File: src/rtl/alu_seq_param.sv
`default_nettype none
// +----------------------------------------------------------------------+
// | alu_seq_param: sequential ALU; single-cycle logic/add/sub ops plus an |
// | optional BITSIZE-cycle shift-add MUL built when ALU_SEQ_MUL_EN is set.|
// | Rev 1.0                                                              |
// +----------------------------------------------------------------------+
module alu_seq_param #(
  parameter int BITSIZE = 16
) (
  input  logic               clk,
  input  logic               reset,
  input  logic               start,
  input  logic [BITSIZE-1:0] A,
  input  logic [BITSIZE-1:0] B,
  input  logic [3:0]         sel,
  output logic               busy,
  output logic               done,
  output logic [BITSIZE-1:0] Y,
  output logic [15:0]        flags
);

  localparam int MSB = BITSIZE - 1;

  localparam logic [3:0] OP_XOR  = 4'b0000;
  localparam logic [3:0] OP_XNOR = 4'b0010;
  localparam logic [3:0] OP_AND  = 4'b1000;
  localparam logic [3:0] OP_OR   = 4'b1010;
  localparam logic [3:0] OP_ADD  = 4'b0100;
  localparam logic [3:0] OP_SUB  = 4'b0101;
  localparam logic [3:0] OP_NOT  = 4'b0111;
  localparam logic [3:0] OP_ADDC = 4'b0110;

  localparam logic [1:0] IDLE = 2'd0;
  localparam logic [1:0] DONE = 2'd2;

`ifdef ALU_SEQ_MUL_EN
  localparam logic [3:0] OP_MUL  = 4'b1100;
  localparam logic [1:0] MUL_RUN = 2'd1;
  localparam int         CW      = $clog2(BITSIZE);

  logic [2*BITSIZE-1:0] acc;
  logic [2*BITSIZE-1:0] mcand;
  logic [2*BITSIZE-1:0] prod_fin;
  logic [BITSIZE-1:0]   mplier;
  logic [CW-1:0]        cnt;
  logic                 last_iter;
`endif

  logic [1:0]         state;
  logic [1:0]         state_nxt;
  logic               accept;
  logic [BITSIZE:0]   sum;
  logic [BITSIZE-1:0] diff;
  logic [BITSIZE-1:0] y_op;
  logic [15:0]        flags_op;
  logic               c_op;
  logic               l_op;
  logic               o_op;
  logic               legal;

  function automatic logic [15:0] pack_flags(input logic c, input logic l, input logic o,
                                              input logic z, input logic n);
    return {8'h00, n, z, o, 2'b00, l, 1'b0, c};
  endfunction

  // DONE behaves like IDLE for acceptance, giving one single-cycle op per clock.
  assign accept = start && ((state == IDLE) || (state == DONE));

  always_ff @(posedge clk) begin
    if (reset) state <= IDLE;
    else       state <= state_nxt;
  end

  always_comb begin
    state_nxt = state;
    case (state)
      IDLE, DONE: begin
        if (start) begin
`ifdef ALU_SEQ_MUL_EN
          state_nxt = (sel == OP_MUL) ? MUL_RUN : DONE;
`else
          state_nxt = DONE;
`endif
        end else begin
          state_nxt = IDLE;
        end
      end
`ifdef ALU_SEQ_MUL_EN
      MUL_RUN: if (last_iter) state_nxt = DONE;
`endif
      default: state_nxt = IDLE;
    endcase
  end

  always_comb begin
    done = (state == DONE);
`ifdef ALU_SEQ_MUL_EN
    busy = (state == MUL_RUN);
`else
    busy = 1'b0;
`endif
  end

  // Carry-in is the stored C flag as it stands at the accepting edge.
  assign sum  = {1'b0, A} + {1'b0, B} + {{BITSIZE{1'b0}}, (sel == OP_ADDC) & flags[0]};
  assign diff = A - B;

  always_comb begin
    y_op  = '0;
    c_op  = 1'b0;
    l_op  = 1'b0;
    o_op  = 1'b0;
    legal = 1'b1;
    case (sel)
      OP_XOR:  y_op = A ^ B;
      OP_XNOR: y_op = ~(A ^ B);
      OP_AND:  y_op = A & B;
      OP_OR:   y_op = A | B;
      OP_NOT:  y_op = ~A;
      OP_ADD, OP_ADDC: begin
        y_op = sum[MSB:0];
        c_op = sum[BITSIZE];
        o_op = (A[MSB] == B[MSB]) && (sum[MSB] != A[MSB]);
      end
      OP_SUB: begin
        y_op = diff;
        l_op = (A < B);
        o_op = (A[MSB] != B[MSB]) && (diff[MSB] != A[MSB]);
      end
      default: legal = 1'b0;
    endcase
    flags_op = legal ? pack_flags(c_op, l_op, o_op, (y_op == '0), y_op[MSB]) : 16'h0000;
  end

`ifdef ALU_SEQ_MUL_EN
  assign prod_fin  = acc + (mplier[0] ? mcand : '0);
  assign last_iter = (cnt == CW'(MSB));
`endif

  always_ff @(posedge clk) begin
    if (reset) begin
      Y     <= '0;
      flags <= '0;
`ifdef ALU_SEQ_MUL_EN
      acc    <= '0;
      mcand  <= '0;
      mplier <= '0;
      cnt    <= '0;
`endif
    end else begin
      if (accept) begin
`ifdef ALU_SEQ_MUL_EN
        if (sel == OP_MUL) begin
          acc    <= '0;
          mcand  <= {{BITSIZE{1'b0}}, A};
          mplier <= B;
          cnt    <= '0;
        end else
`endif
        begin
          Y     <= y_op;
          flags <= flags_op;
        end
      end
`ifdef ALU_SEQ_MUL_EN
      else if (state == MUL_RUN) begin
        acc    <= prod_fin;
        mcand  <= {mcand[2*BITSIZE-2:0], 1'b0};
        mplier <= mplier >> 1;
        cnt    <= cnt + CW'(1);
        if (last_iter) begin
          Y     <= prod_fin[MSB:0];
          flags <= pack_flags(|prod_fin[2*BITSIZE-1:BITSIZE], 1'b0, 1'b0,
                              (prod_fin[MSB:0] == '0), prod_fin[MSB]);
        end
      end
`endif
    end
  end

endmodule
`default_nettype wire

File: config.mk
export PLATFORM = sky130hd
export DESIGN_NAME = alu_seq_param
export DESIGN_NICKNAME = d
export VERILOG_FILES = /design/src/rtl/alu_seq_param.sv
export SDC_FILE = /design/constraint.sdc
export NUM_CORES = 1
export LEC_CHECK = 0
export CORE_ASPECT_RATIO = 1.1
export CORE_UTILIZATION = 30
export DETAILED_ROUTE_END_ITERATION = 6
export PLACE_DENSITY = 0.57
export SLEW_MARGIN = 20
export SYNTH_ARGS = -nofsm -noshare
export SYNTH_HDL_FRONTEND = slang
export SYNTH_SLANG_ARGS = --single-unit
File: constraint.sdc
create_clock -name clk -period 10.2 [get_ports clk]
set_input_delay 2.04 -clock clk [delete_from_list [all_inputs] [get_ports clk]]
set_output_delay 2.04 -clock clk [all_outputs]
set_load 0.02 [all_outputs]
# After elaboration in Yosys (flattened, before gate mapping)
# Cells that the tools add are included.
op_classes:
  addsub: 3
  order_cmp: 1
  n_eq_ne: 12
  muxes: 7
  bitwise_logic: 7
  reduce_logical: 11
op_table:
  columns: ["cell", "n"]
  rows:
  - ["$pmux W16 S7", 1]
  - ["$not A16 Y16", 2]
  - ["$add A16 B16 Y17", 1]
  - ["$add A17 B1 Y17", 1]
  - ["$and A16 B16 Y16", 1]
  - ["$eq A4 B3 Y1 const B", 4]
  - ["$logic_not A16 Y1", 1]
  - ["$lt A16 B16 Y1", 1]
  - ["$or A16 B16 Y16", 1]
  - ["$sub A16 B16 Y16", 1]
  - ["$xor A16 B16 Y16", 1]
  - ["$eq A4 B4 Y1 const B", 2]
  - ["$mux W8", 1]
  - ["$reduce_or A8 Y1", 1]
  - ["$reduce_or A2 Y1", 3]
  - ["$eq A4 B2 Y1 const B", 1]
  - ["$logic_not A4 Y1", 1]
  - ["$logic_and A1 B1 Y1", 3]
  - ["$mux W1", 3]
  - ["$ne A1 B1 Y1", 3]
  - ["$eq A2 B2 Y1 const B", 1]
  - ["$logic_not A2 Y1", 1]
  - ["$mux W2", 1]
  - ["$pmux W1 S2", 1]
  - ["other kinds (4)", 4]
word_totals:
  reg_bits: 34
  in_bits: 39
  output_inout_bits: 34
  wordCells: 44

# Depth between registers and ports, before layout
# Gate-level depths: netlist (run 1).
depth:
  word_depth: 7
  ltp_mapped: 16
  mapped_depth_nobuf: 14

# Least setup slack after synthesis (run 1)
# OpenSTA, ideal clock, no wires.
synth_path:
  kind: "input to register"
  start: "input port sel[0]"
  end: "register flags[6]"
  setup_ns: 0.069
  t_arrival_ns: 5.515
  required_time_ns: 10.131
  path_slack_ns: 4.617
  path_stages: 14
  path_buffers: 2
  cell_sequence: "buf_4 -> nor3b_1 -> clkbuf_1 -> nand3_1 -> fa_1 -> nand3b_1 -> nand3_1 -> or4b_1 -> a311oi_2 -> and4_1 -> and4bb_1 -> nand4_1 -> or4_1 -> o21ai_1"
synth_between:
  elab_chain_len: 6
  word_cells_on_any_way: 16
  cone_classes: "add/sub: 1; eq/ne: 7; mux: 3; bitwise: 1; reduce/logical: 4"
synth_lines:
  columns: ["item", "line_no", "text"]
  rows:
  - ["start: declaration", "15", "input logic [3:0] sel,"]
  - ["$eq A4 B3 Y1", "105, 114", null]
  - ["$and A1 B1 Y1", "105", "assign sum = {1'b0, A} + {1'b0, B} + {{BITSIZE{1'b0}}, (sel == OP_ADDC) & flags[0]};"]
  - ["$add A17 B1 Y17", "105", null]
  - ["$pmux W16 S7", "114", "case (sel)"]
  - ["$logic_not A16 Y1", "132", "flags_op = legal ? pack_flags(c_op, l_op, o_op, (y_op == '0), y_op[MSB]) : 16'h0000;"]
  - ["$mux W8 *", "132", null]
  - ["end signal: assignment", "162", "flags <= flags_op;"]
  - ["end: declaration", "19", "output logic [15:0] flags"]
# Mark *: on every way between the ends. The rest lies on a longest branch, timed or not.
# A chain may end at the register's enable or synchronous reset.

# Worst setup path in the final report (run 1)
# Ends and elaborated chain as after synthesis.

==> run metrics, run 1 <==
Vias/cell 5.74; cts repair resizes 0; vias in the first global route approximately 3900; Hold Path Depth 2; WL/cell ~18 um; Detail Placement HPWL roughly 9.5 mm; slowest CP cell clkdlybuf4s50_1; drt first pass iters 6; synth warn 0; EDFF count, synth 0; Die Wd roughly 110 um; layout cells sized above 1 around 4.5%; worst slew pin tran approximately 1.1 ns; Antenna Cells 0; RSZ-0062 raised after global routing no; TritonCTS clock tree done; Final period util between 50% and 60%; Worst Path Arrival just under 6 ns; clock skew ~0.0034 ns; Clk Latency, worst-skew pair 0.25 ns; Nets roughly 640; DIE HEIGHT between 100 and 150 um; Worst setup SP type input pin; syn_area_per_cell 7.26 sq um; first-pass GRT wire length approximately 20 mm; Setup violations, final 0; core area 12100 sq um; H-tree level count 1; mapped cell area roughly 3800 sq um; f_max 0.173 GHz; Worst IR Drop VDD approximately 0.072 mV; Min-Delay Endpoint flags[2]; clk slew on worst S/H paths approximately 0.06 ns; number of synthesized register bits 22; Initial DRC Count about 270; slew margin rel. 29.0%; DIE AREA 13000 sq um; via count about 4000; Inserted Clock Buffers 3; Initial Util just over 30%; GP Congestion 0.881; Ports between 70 and 80; Seq/Total Area, Yosys 11.7%; FF-to-FF setup slack 6.97 ns; largest net degree at the start of global routing 31; drt total wl between 10 and 15 mm; Max Cap Viol 0; cell leakage power ~1.9 nW; filler cell count around 1300; Reg-to-Reg End flags[6]; row count 42; GR Overflow Total 0; Seq. cell area ~440 sq um; # port buffers 60; DRT antenna net count 0; worst r2r src flags[0]; Synth async-reset ratio 0%; clk sinks 22; Worst Setup SP sel[0]; crit-path max FO 18; largest stage delay on the critical path between 0.7 and 0.8 ns; postcts setup bufs 0; Critical Path RT 10.39 ns; synth-to-layout area growth 18.9%; initial antenna violation count 0; Global Route Usage Sum between 10% and 20%; Hold Path Class register to register; DRC 0; post-synthesis cell count approximately 520; Design Power approximately 0.37 mW; power per cell area approximately 83 nW/um^2; final count of pins violating max slew 0; final hold violations 0; Netlist cell types 80; critical path capture point type register; Final Util roughly 37%; crit path cell chain clkdlybuf4s50_1, nor3b_1, nand3_1, fa_1, nand3b_1, a21oi_1, o211a_1, o311a_1, a22oi_1, a311oi_1, nand4_1, or4_1, o21ai_1; outcome finished, final reports clean; WS Path Type input pin to register; top_reg_cell synth dfxtp_1; Worst R2R Path Depth 11; hold_buf cts 0; Final min period slightly below 6 ns; Root Driver clkbuf_16; hold path startpoint flags[2]; multi-input logic area 2920 sq um; clock buffer depth 2; setup tns final 0 ns
[kinds of logic after synthesis]
family          count (synthesis)  synth area share (%)
other cells                     1                0.0999
mux                            12                  3.23
compound gates                180                  33.8
simple gates                  152                  20.8
buf+inv                        95                  11.8
xor+xnor                        4                 0.933
flops                          22                  11.7
fa+ha+maj                      51                  17.6
[metrics by stage]
stage | setup WS [ns] | std cells | hold slack (ns) | instance area, sq um
2_1_floorplan | 4.62 | 528 | 0.521 | 3800
3_3_place_gp | 4.29 | 703 | 0.436 | 4390
3_5_place_dp | 4.19 | 703 | 0.434 | 4390
4_1_cts | 4.44 | 706 | 0.447 | 4470
5_1_grt | 4.01 | 706 | 0.470 | 4470
6_report | 4.42 | 706 | 0.449 | 4470
[worst max path at each step]
stage | to | slack (ns)
after floorplan | flags[6] | 4.62
final | flags[6] | 4.42
after detailed placement | flags[6] | 4.19
after global routing | flags[6] | 4.01
after global placement | flags[6] | 4.29
after CTS | flags[6] | 4.44
[registers in the layout (all words and copies together), names as in the netlist]
register / cells
flags: 5
state: 1
Y: 16
[critical path, delay by kind of cell]
| family | cells | cell delay (ns) |
|---|---|---|
| AOI/OAI and AO/OA | 6 | 1.44 |
| adders and majority gates | 1 | 0.41 |
| buffers and inverters | 1 | 0.74 |
| and+or+nand+nor | 5 | 1.34 |
[layer usage]
metal | part of all wire, % | track usage (%)
met5 | 0 | 0
met4 | 2.3 | 5.49
met3 | 5.6 | 1.75
met2 | 48 | 33.0
met1 | 44 | 25.2
[placed cells by master (no fill, tap or decap), types with 4 or more instances in the layout]
master	instances
clkdlybuf4s50_1	60
inv_1	48
ha_1	48
nand2_1	44
a21oi_1	43
nor2_1	38
o21ai_0	25
dfxtp_1	22
o22ai_1	13
a211oi_1	12
conb_1	12
nand3_1	11
mux2i_1	11
nor3_1	10
a31oi_1	8
a21o_1	7
o31ai_1	7
nor2b_1	6
nand2b_1	6
buf_4	6
a211o_1	5
o221ai_1	5
o311ai_0	5
o211ai_1	5
nor3b_1	4
o211a_1	4
[cell type report]
type / instances / share of cell area (%)
inverter: 50 / 4.20
sequential: 22 / 9.86
multi-input combinational: 411 / 65.5
tap: 154 / 4.31
timing repair buffer: 66 / 14.5
clock buffer: 3 / 1.68
[synthesized netlist by cell type (6+ instances only)]
library cell,number,area [sq um]
ha_1,48,601
o22ai_1,13,81.3
mux2i_1,11,110
o31ai_1,7,52.6
a21o_1,7,52.6
nand2b_1,6,37.5
buf_2,10,50.1
nor2b_1,6,37.5
a21oi_1,43,215
o21ai_0,25,125
clkbuf_1,16,60.1
buf_4,16,120
nand3_1,11,55.1
a31oi_1,8,50.1
dfxtp_1,22,440
nor3_1,10,50.1
nand2_1,44,165
inv_1,48,180
nor2_1,38,143
a211oi_1,12,90.1
[power breakdown]
group / internal, mW / leakage, nW / switching, mW
sequential: 0.0903 / 0.180 / 0.00269
combinational: 0.0779 / 1.68 / 0.119
clock: 0.0517 / 0.0370 / 0.0290
Power figures use the tool's default switching activity.
==> run 2: changes to the inputs <==
--- a/config.mk
+++ b/config.mk
@@ -8,7 +8,7 @@
 export CORE_ASPECT_RATIO = 1.1
 export CORE_UTILIZATION = 30
 export DETAILED_ROUTE_END_ITERATION = 6
-export PLACE_DENSITY = 0.57
+export PLACE_DENSITY = 0.59
 export SLEW_MARGIN = 20
 export SYNTH_ARGS = -nofsm -noshare
 export SYNTH_HDL_FRONTEND = slang
==> constraint.sdc (replaced) <==
create_clock -name clk -period 4.8 [get_ports clk]
set_input_delay 0.96 -clock clk [delete_from_list [all_inputs] [get_ports clk]]
set_output_delay 0.96 -clock clk [all_outputs]
set_load 0.02 [all_outputs]
==> run 2 against run 1 <==
Effect of this change:
- combinational power grew 120%
- global-route usage is 0.34 points lower
- critical path depth is 2 higher
- sequential power rose by 110%
- die area is the same
- first-iteration DRC count shrank 1.9%
- clock skew down 0.0021 ns
- clock power increased by 130%
- final area grew 1.8%
- critical endpoint unchanged
- largest cell class unchanged
- highest routed layer unchanged
==> run metrics, run 2 (synthesis results as in run 1) <==
first-pass GRT wire length 19.7 mm (was 19.8 mm); Final min period around 4.4 ns; GR Overflow Total 0 (unchanged); flip-flop count of the largest register after layout 16 (unchanged); vias in the first global route 3923 (was 3878); outcome finished, final reports clean (unchanged); largest net degree at the start of global routing 30 (was 31); Initial DRC Count 264 (was 269); Antenna Cells 0 (unchanged); cts repair resizes 0 (unchanged); Hold WS 0.450 ns (was 0.449 ns); RSZ-0062 raised after global routing no (unchanged); DIE AREA 13000 sq um (unchanged); TritonCTS clock tree done (unchanged); drt total wl 12.1 mm (was 12.4 mm); met1 Use GR 24.0% (was 25.2%); filler cell count 1275 (was 1293); Detail Placement HPWL 9.65 mm (was 9.46 mm); Inserted Clock Buffers 3 (unchanged); Comb pwr share 52.6% (was 53.2%); worst slew pin tran 0.916 ns (was 1.06 ns); crit-path max FO 3 (was 18); initial antenna violation count 0 (unchanged); Nets 653 (was 644); Root Driver clkbuf_16 (unchanged); multi-input logic area 2920 sq um (unchanged); final count of pins violating max slew 0 (unchanged); Ports 73 (unchanged); postcts setup bufs 0 (unchanged); switching part of the total power 39.3% (was 40.7%); Final Cell Area 4550 sq um (was 4470 sq um); Worst IR Drop VDD 0.128 mV (was 0.0715 mV); f_max around 0.23 GHz; clk slew on worst S/H paths 0.05 ns (was 0.06 ns); core area 12100 sq um (unchanged); GP Congestion 0.918 (was 0.881); critical path capture point type register (unchanged); hold_buf cts 0 (unchanged); Hold Path Class register to register (unchanged); Global Route Usage Sum 18.9% (was 19.2%); slew margin rel. 38.7% (was 29.0%); clock skew 0.00133 ns (was 0.00343 ns); Clock power frac 23.0% (was 21.8%); # port buffers 60 (unchanged); Critical Path RT 4.99 ns (was 10.39 ns); Final period util around nine tenths; synth-to-layout area growth 21.1% (was 18.9%); GR Layer Usage met3 2.03% (was 1.75%); Worst Path Arrival 4.57 ns (was 5.97 ns); fraction of power consumed by sequential logic 24.4% (was 25.1%); Final Util 37.5% (was 36.8%); Seq. cell area 440 sq um (unchanged); P_sw 0.318 mW (was 0.151 mW); final hold violations 0 (unchanged); Setup violations, final 0 (unchanged); H-tree level count 1 (unchanged); P_int 0.492 mW (was 0.220 mW); Max Cap Viol 0 (unchanged); cell leakage power 1.95 nW (was 1.90 nW); Worst setup SP type input pin (unchanged); commonest non-fill, non-tap cell in the layout clkdlybuf4s50_1 (unchanged); most frequent cells in the layout 60 x clkdlybuf4s50_1, 48 x inv_1, 48 x ha_1, 44 x nand2_1, 43 x a21oi_1 (unchanged); Clk Latency, worst-skew pair 0.25 ns (about the same); WL/cell 16.9 um (was 17.6 um); via count 4025 (was 4052); met2 usage 33.3% (was 33.0%); Top Registers Y x16, flags x5, state x1 (unchanged); placed instance area 4460 sq um (was 4390 sq um); setup tns final 0 ns (unchanged); clock buffer depth 2 (unchanged); power per cell area 178 nW/um^2 (was 83.1 nW/um^2); Vias/cell 5.62 (was 5.74); drt first pass iters 5 (was 6); layout cells sized above 1 6.23% (was 4.53%); DRT antenna net count 0 (unchanged); DRC 0 (unchanged); DIE HEIGHT 119 um (unchanged); layer with the highest usage met2 (unchanged); Initial Util 30.9% (unchanged); WS Path Type input pin to register (unchanged); clk sinks 22 (unchanged); most flop-heavy register Y (unchanged); Die Wd 109 um (unchanged); row count 42 (unchanged)
## run 2: worst max-delay path: stages
cell and delay (ns):
clkdlybuf4s50_1 0.47, nor3b_1 0.30, nand3_1 0.14, fa_1 0.42
inv_1 0.09, fa_1 0.24, xor2_1 0.08, a22oi_1 0.22
o221ai_1 0.19, a2111oi_0 0.40, and4_1 0.25, and4bb_1 0.20
nand4_1 0.08, or4_1 0.41, o21ai_1 0.12
## run 2: layer usage
metal	up-vias	wire, um
met2	148	5880
met3	23	688
met1	1888	5310
li1	1966	-
met5	-	0
met4	0	259
## run 2: final timing paths
| kind | endpoint | from | slack, ns | depth (start not counted) |
|---|---|---|---|---|
| setup / recovery | flags[6] | sel[2] | 0.42 | 15 |
| hold / removal | Y[15] | Y[15] | 0.45 | 2 |
| setup reg to reg | flags[6] | flags[0] | 1.49 | 13 |
| hold reg to reg | Y[15] | Y[15] | 0.45 | 2 |
## run 2: final cells by class
class,count,share of cell area (%)
Clock buffer,4,1.95
Inverter,50,4.13
Multi-Input combinational cell,411,64.3
Sequential cell,22,9.69
Tap cell,154,4.24
Timing Repair Buffer,75,15.7
## run 2: power by group through the flow
stage	combinational [mW]	clock, mW	sequential [mW]
floorplan	0.274	0	0.211
global placement	0.414	0	0.201
detailed placement	0.419	0	0.202
CTS	0.421	0.191	0.198
global route	0.467	0.201	0.199
finish	0.426	0.186	0.198
## run 2: per-stage QoR
stage                     instances  power (mW)  worst slack, ns
after detailed placement        712       0.621            0.221
after floorplan                 528       0.486            0.297
after global routing            716       0.867           0.0971
after global placement          712       0.616            0.274
after CTS                       716       0.810            0.442
final                           716       0.810            0.418
